`src/rtl/eei_pkg.sv`:
```
// Shared types and constants for the EEI issue controller.
// Imported by the controller top and its write-back sequencer.
package eei_pkg;

   localparam int F3_W    = 3;
   localparam int F7_W    = 7;
   localparam int LEN_W   = 5;
   localparam int REG_W   = 5;
   localparam int OP_W    = 2;
   localparam int CAUSE_W = 2;
   localparam int WAIT_W  = 16;

   typedef enum logic [1:0] {
      S_IDLE = 2'd0,
      S_REQ  = 2'd1,
      S_WB   = 2'd2,
      S_RESP = 2'd3
   } state_t;

   localparam logic [OP_W-1:0] RDOP_NONE      = 2'd0;
   localparam logic [OP_W-1:0] RDOP_SINGLE    = 2'd1;
   localparam logic [OP_W-1:0] RDOP_BATCH     = 2'd2;
   localparam logic [OP_W-1:0] RDOP_BATCH_EXT = 2'd3;

   localparam logic [CAUSE_W-1:0] CAUSE_OK      = 2'd0;
   localparam logic [CAUSE_W-1:0] CAUSE_ERR     = 2'd1;
   localparam logic [CAUSE_W-1:0] CAUSE_TIMEOUT = 2'd2;
   localparam logic [CAUSE_W-1:0] CAUSE_CLAMP   = 2'd3;

   // Both batch encodings share the upper op bit.
   function automatic logic is_batch(input logic [OP_W-1:0] op);
      return op[1];
   endfunction

endpackage

```
`src/rtl/eei_wb_seq.sv`:
```
// Write-back sequencer: walks latched result lanes onto the
// single register-file write port, one lane per cycle.
module eei_wb_seq
   import eei_pkg::*;
#(
   parameter int RD_MAX = 8
) (
   input  logic                 clk,
   input  logic                 rst_n,
   input  logic                 start,
   input  logic                 run,
   input  logic                 single,
   input  logic [REG_W-1:0]     base,
   input  logic [LEN_W-1:0]     count,
   input  logic [RD_MAX*32-1:0] lanes,
   output logic                 rf_we,
   output logic [REG_W-1:0]     rf_waddr,
   output logic [31:0]          rf_wdata,
   output logic                 last
);

   logic [LEN_W-1:0] idx_q;

   // Lane index: cleared when a write-back is launched, steps per write cycle.
   always_ff @(posedge clk) begin
      if (!rst_n) begin
         idx_q <= '0;
      end else if (start) begin
         idx_q <= '0;
      end else if (run && !last) begin
         idx_q <= idx_q + 1'b1;
      end
   end

   // Address/data generation; x0 consumes its slot but never writes.
   always_comb begin
      rf_wdata = '0;
      for (int i = 0; i < RD_MAX; i++) begin
         if (idx_q == LEN_W'(i)) begin
            rf_wdata = lanes[i*32 +: 32];
         end
      end
      rf_waddr = single ? base : base + REG_W'(idx_q);
      last     = run && (idx_q == count - 1'b1);
      rf_we    = run && (rf_waddr != '0);
   end

endmodule

```
`src/rtl/eei_issue_ctrl.sv`:
```
// EEI issue controller: drives the custom-unit request, bounds the
// wait, serialises rd results and pulses completion.
module eei_issue_ctrl
   import eei_pkg::*;
#(
   parameter int RD_MAX  = 8,
   parameter int TIMEOUT = 255
) (
   input  logic                 clk_i,
   input  logic                 rst_ni,
   input  logic                 issue_valid,
   output logic                 issue_ready,
   input  logic                 issue_ext,
   input  logic [F3_W-1:0]      issue_funct3,
   input  logic [F7_W-1:0]      issue_funct7,
   input  logic [REG_W-1:0]     issue_rd,
   input  logic [REG_W-1:0]     issue_batch_start,
   input  logic [LEN_W-1:0]     issue_batch_len,
   output logic                 eei_req,
   output logic                 eei_ext,
   output logic [F3_W-1:0]      eei_funct3,
   output logic [F7_W-1:0]      eei_funct7,
   output logic [REG_W-1:0]     eei_batch_start,
   output logic [LEN_W-1:0]     eei_batch_len,
   input  logic                 eei_ack,
   input  logic                 eei_error,
   input  logic [OP_W-1:0]      eei_rd_op,
   input  logic [LEN_W-1:0]     eei_rd_len,
   input  logic [RD_MAX*32-1:0] eei_rd_val,
   output logic                 rf_we,
   output logic [REG_W-1:0]     rf_waddr,
   output logic [31:0]          rf_wdata,
   output logic                 done_valid,
   output logic [CAUSE_W-1:0]   done_cause,
   output logic                 busy
);

   localparam logic [WAIT_W-1:0] WAIT_LAST = WAIT_W'(TIMEOUT - 1);
   localparam logic [LEN_W-1:0]  LEN_MAX   = LEN_W'(RD_MAX);

   state_t                state_q, state_d;
   logic [CAUSE_W-1:0]    cause_q, cause_d;
   logic [WAIT_W-1:0]     wait_q;
   logic                  ext_q;
   logic [F3_W-1:0]       f3_q;
   logic [F7_W-1:0]       f7_q;
   logic [REG_W-1:0]      rd_q;
   logic [REG_W-1:0]      bstart_q;
   logic [LEN_W-1:0]      blen_q;
   logic [RD_MAX*32-1:0]  lanes_q;
   logic [LEN_W-1:0]      count_q;
   logic                  single_q;
   logic                  wb_start;
   logic                  wb_last;
   logic                  batch;
   logic                  clamp;

   assign batch = is_batch(eei_rd_op);
   assign clamp = batch && (eei_rd_len > LEN_MAX);

   // Next-state and completion-cause selection.
   always_comb begin
      state_d  = state_q;
      cause_d  = cause_q;
      wb_start = 1'b0;
      unique case (state_q)
         S_IDLE: begin
            if (issue_valid) begin
               state_d = S_REQ;
               cause_d = CAUSE_OK;
            end
         end
         S_REQ: begin
            if (eei_ack) begin
               if (eei_error) begin
                  state_d = S_RESP;
                  cause_d = CAUSE_ERR;
               end else if (eei_rd_op == RDOP_NONE) begin
                  state_d = S_RESP;
                  cause_d = CAUSE_OK;
               end else if (batch && eei_rd_len == '0) begin
                  state_d = S_RESP;
                  cause_d = CAUSE_OK;
               end else begin
                  state_d  = S_WB;
                  wb_start = 1'b1;
                  cause_d  = clamp ? CAUSE_CLAMP : CAUSE_OK;
               end
            end else if (wait_q == WAIT_LAST) begin
               state_d = S_RESP;
               cause_d = CAUSE_TIMEOUT;
            end
         end
         S_WB: begin
            if (wb_last) begin
               state_d = S_RESP;
            end
         end
         S_RESP: begin
            state_d = S_IDLE;
         end
         default: begin
            state_d = S_IDLE;
         end
      endcase
   end

   // State, capture registers, wait counter and response latches.
   always_ff @(posedge clk_i) begin
      if (!rst_ni) begin
         state_q  <= S_IDLE;
         cause_q  <= CAUSE_OK;
         wait_q   <= '0;
         ext_q    <= 1'b0;
         f3_q     <= '0;
         f7_q     <= '0;
         rd_q     <= '0;
         bstart_q <= '0;
         blen_q   <= '0;
         lanes_q  <= '0;
         count_q  <= '0;
         single_q <= 1'b0;
      end else begin
         state_q <= state_d;
         cause_q <= cause_d;
         if (state_q == S_IDLE && issue_valid) begin
            ext_q    <= issue_ext;
            f3_q     <= issue_funct3;
            f7_q     <= issue_funct7;
            rd_q     <= issue_rd;
            bstart_q <= issue_batch_start;
            blen_q   <= issue_batch_len;
            wait_q   <= '0;
         end
         if (state_q == S_REQ) begin
            wait_q <= wait_q + 1'b1;
            if (eei_ack) begin
               lanes_q  <= eei_rd_val;
               single_q <= !batch;
               if (!batch) begin
                  count_q <= LEN_W'(1);
               end else if (clamp) begin
                  count_q <= LEN_MAX;
               end else begin
                  count_q <= eei_rd_len;
               end
            end
         end
      end
   end

   eei_wb_seq #(
      .RD_MAX (RD_MAX)
   ) u_wb_seq (
      .clk      (clk_i),
      .rst_n    (rst_ni),
      .start    (wb_start),
      .run      (state_q == S_WB),
      .single   (single_q),
      .base     (single_q ? rd_q : bstart_q),
      .count    (count_q),
      .lanes    (lanes_q),
      .rf_we    (rf_we),
      .rf_waddr (rf_waddr),
      .rf_wdata (rf_wdata),
      .last     (wb_last)
   );

   assign issue_ready     = (state_q == S_IDLE);
   assign busy            = (state_q != S_IDLE);
   assign eei_req         = (state_q == S_REQ);
   assign eei_ext         = ext_q;
   assign eei_funct3      = f3_q;
   assign eei_funct7      = f7_q;
   assign eei_batch_start = bstart_q;
   assign eei_batch_len   = blen_q;
   assign done_valid      = (state_q == S_RESP);
   assign done_cause      = done_valid ? cause_q : CAUSE_OK;

endmodule

```
`config.mk`:
```
export PLATFORM = sky130hd
export DESIGN_NAME = eei_issue_ctrl
export DESIGN_NICKNAME = d
export VERILOG_FILES = /design/src/rtl/eei_pkg.sv /design/src/rtl/eei_wb_seq.sv /design/src/rtl/eei_issue_ctrl.sv
export SDC_FILE = /design/constraint.sdc
export NUM_CORES = 1
export LEC_CHECK = 0
export BUFFER_PORTS_ARGS = -buffer_cell sky130_fd_sc_hd__buf_2
export CAP_MARGIN = 20
export CORE_UTILIZATION = 48
export DETAILED_ROUTE_END_ITERATION = 10
export PLACE_DENSITY = 0.76
export REMOVE_ABC_BUFFERS = 1
export SLEW_MARGIN = 10
export SYNTH_ARGS = -nofsm -noshare
export SYNTH_HDL_FRONTEND = slang
export SYNTH_SLANG_ARGS = --single-unit
```
`constraint.sdc`:
```
create_clock -name clk_i -period 2.5 [get_ports clk_i]
set_input_delay 0.5 -clock clk_i [delete_from_list [all_inputs] [get_ports clk_i]]
set_output_delay 0.5 -clock clk_i [all_outputs]
set_load 0.01 [all_outputs]
```
==> metrics <==
Slew HR=38.6%; first-pass GRT wire length=75100 µm; initial antenna violation count=22; CTS tree=yes; commonest non-fill, non-tap cell in the layout=nand2_1; Die Area=0.0299 mm²; Min-Delay Path Class=primary input to register; antenna-violating nets left=0; vias in the first global route=14400; hold buffer count at CTS=0; DR WL/cell=18.3 µm; Setup Crit Path Kind=register to output port; Final Hold Fails=0; Finished Cell Area=0.0196 mm²; Pint=11500 µW; GPL Wtd Cong=0.879; Final nets=2607; Finished Layout Cells=2722; total power=17200 µW; hold depth=3; Max Clock Freq=308 MHz; sequential area share after synthesis=44.7%; flops & latches, synth=313; share of layout cells above drive strength 1=30.3%; ys flop type=dfxtp_1; RSZ-0062 raised after global routing=yes; DRT Wirelength=49900 µm; H-Tree Depth=2; Rows=62; minimum clock period after layout=3.25 ns; gr ovfl total=0; Worst Path Max Fanout=5; via count=15500; CTS buffer count=36; drt drc=0; top cells by area, synth=dfxtp_1, nand2_1, a21oi_1; fraction of registers with async set/reset=0%; area grow syn2layout=39.8%; DRT Pass-1 Iters=5; Final setup viols=37; switching share of power=33.5%; Clock Tree Buf Depth=3; hold slack=0.208 ns; hpwl dp=30200 µm; Critical Path RT=2.00 ns; Tcrit/Tclk final=130%; Pleak=0.00789 µW; 1st-iter DRT viols=1488; placed cells=2582; Net Sw Power=5780 µW; final worst setup slack=-0.747 ns; most frequent cells in the layout=nand2_1, a21oi_1, buf_2, dfxtp_1, buf_4; Unique masters post-synth=61; die span in x=173 µm; Ports=359; Initial Util=48.9%; status=complete, but fails checks; Worst R2R Path Depth=6; dpl ws=-0.264 ns; Seq pwr share=35.3%; Syn Area/Cell=7.30 µm²; Post-synth EDFFs=0; dominant cell type by area after synthesis=dfxtp_1; VDD IR max=0.554 mV; Via density=5.69; Worst-path clk slew=0.06 ns; MaxCap Viol Count=0; Post-Syn Instances=1922; largest net degree at the start of global routing=102; GRT Total Usage=31.1%; Power Dens Cells=879 mW/mm²; clock share of power=31.9%; post-synth top area share=44.7%; area of the mapped netlist=0.0140 mm²; clock root cell=clkbuf_16; Worst Setup End Kind=output port; critical path startpoint category=register; CP arrival=2.75 ns; power share of the combinational group=32.8%; fin. max-slew vios=0; placed instance area=0.0166 mm²; Clock Skew=0.0238 ns; worst skew pair latency=0.53 ns; Ys Warns=0; Slew @ Worst Pin=0.918 ns; CTS sink count=313; # port buffers=358; Die Span Y=173 µm; core area=0.0287 mm²; failing checks=setup timing
## cell families (layout without fill, tap and decap cells)
family                     Yosys count  in the layout  share of synthesized area [%]
muxes                                4              4                          0.285
adders and majority gates           16             16                           1.48
and+or+nand+nor                    839            839                           25.4
other                                0             18                              0
AOI/OAI and AO/OA                  558            558                           22.5
xor gates and xnor gates             9              9                          0.562
buffers and inverters              183            581                           5.12
DFF                                313            313                           44.7
## repair_timing
action,CTS,global route
endpoints found under the hold margin,0,0
cloned,9,1
setup endpoints to repair,37,44
pin swaps,114,58
setup buffers,46,7
resized for setup,173,89
## power groups by stage
stage	clock network [µW]	registers [µW]	logic, µW
2_1_floorplan	0	5940	2450
3_3_place_gp	0	6080	4170
3_5_place_dp	0	6120	4250
4_1_cts	5530	6040	5280
5_1_grt	5750	6150	6060
6_report	5500	6080	5650
## registers in the layout, summed over array words and instances (netlist names)
register / flops
u_wb_seq.idx_q: 5
lanes_q: 256
cause_q: 2
eei_batch_len: 5
wait_q: 16
count_q: 5
eei_funct3: 3
state_q: 2
single_q: 1
eei_ext: 1
rd_q: 5
eei_funct7: 7
eei_batch_start: 5
## Yosys cell counts, types with 5 or more instances
cell and number:
o211ai_1 8, o31ai_1 23, dfxtp_1 313, nand3_1 12, buf_2 25, buf_1 11, nor2b_1 27, xnor2_1 5
nand2b_1 8, clkbuf_1 116, a311oi_1 13, nand2_1 640, a221oi_1 17, nor2_1 42, a211oi_1 5, and3_1 5
nor3_1 25, o21ai_0 39, o22ai_1 27, o31a_1 5, nand3b_1 16, a22oi_1 5, or3_1 8, and2_1 28
inv_1 29, nand4_1 7, a21oi_1 392, ha_1 15
## final timing paths
check / start / to / slack (ns)
hold reg to reg: lanes_q[121] / lanes_q[121] / 0.45
hold / removal: issue_batch_len[3] / eei_batch_len[3] / 0.21
setup / recovery: single_q / rf_we / -0.75
setup reg to reg: u_wb_seq.idx_q[2] / state_q[0] / 0.01
## layer usage
metal | GRT usage (%) | up-vias | share of wire (%)
met2 | 50.7 | 764 | 47
met3 | 6.66 | 159 | 8.8
met4 | 14.2 | 10 | 4.0
met5 | 0 | - | 0.12
li1 | - | 7291 | -
met1 | 39.5 | 7269 | 40
## area by class of cell
class                      instances  area (µm²)
antenna                           18        45.0
clock buffer                      47        1010
clock inverter                    14         208
fill                            2314        9100
inverter                          31         136
multi-input combinational       1426        7900
sequential                       313        6280
tap                              384         480
timing repair buffer             489        3540
## per-stage QoR
step | util (%) | TNS (ns)
2_1_floorplan | - | -1938.75
3_3_place_gp | 57.8 | -0.239
3_5_place_dp | 57.8 | -0.576
4_1_cts | 66.7 | -15.79
5_1_grt | 68.3 | -19.95
6_report | 68.3 | -17.23
## critical path: stages (launching register included)
cell and delay (ns):
dfxtp_4 0.39, mux2i_2 0.27, buf_4 0.17, fa_2 0.21
nor2b_1 0.05, o21a_1 0.19, or4_4 0.56, nand3_4 0.11
o31a_1 0.14, buf_2 0.13
Power figures use the tool's default switching activity.
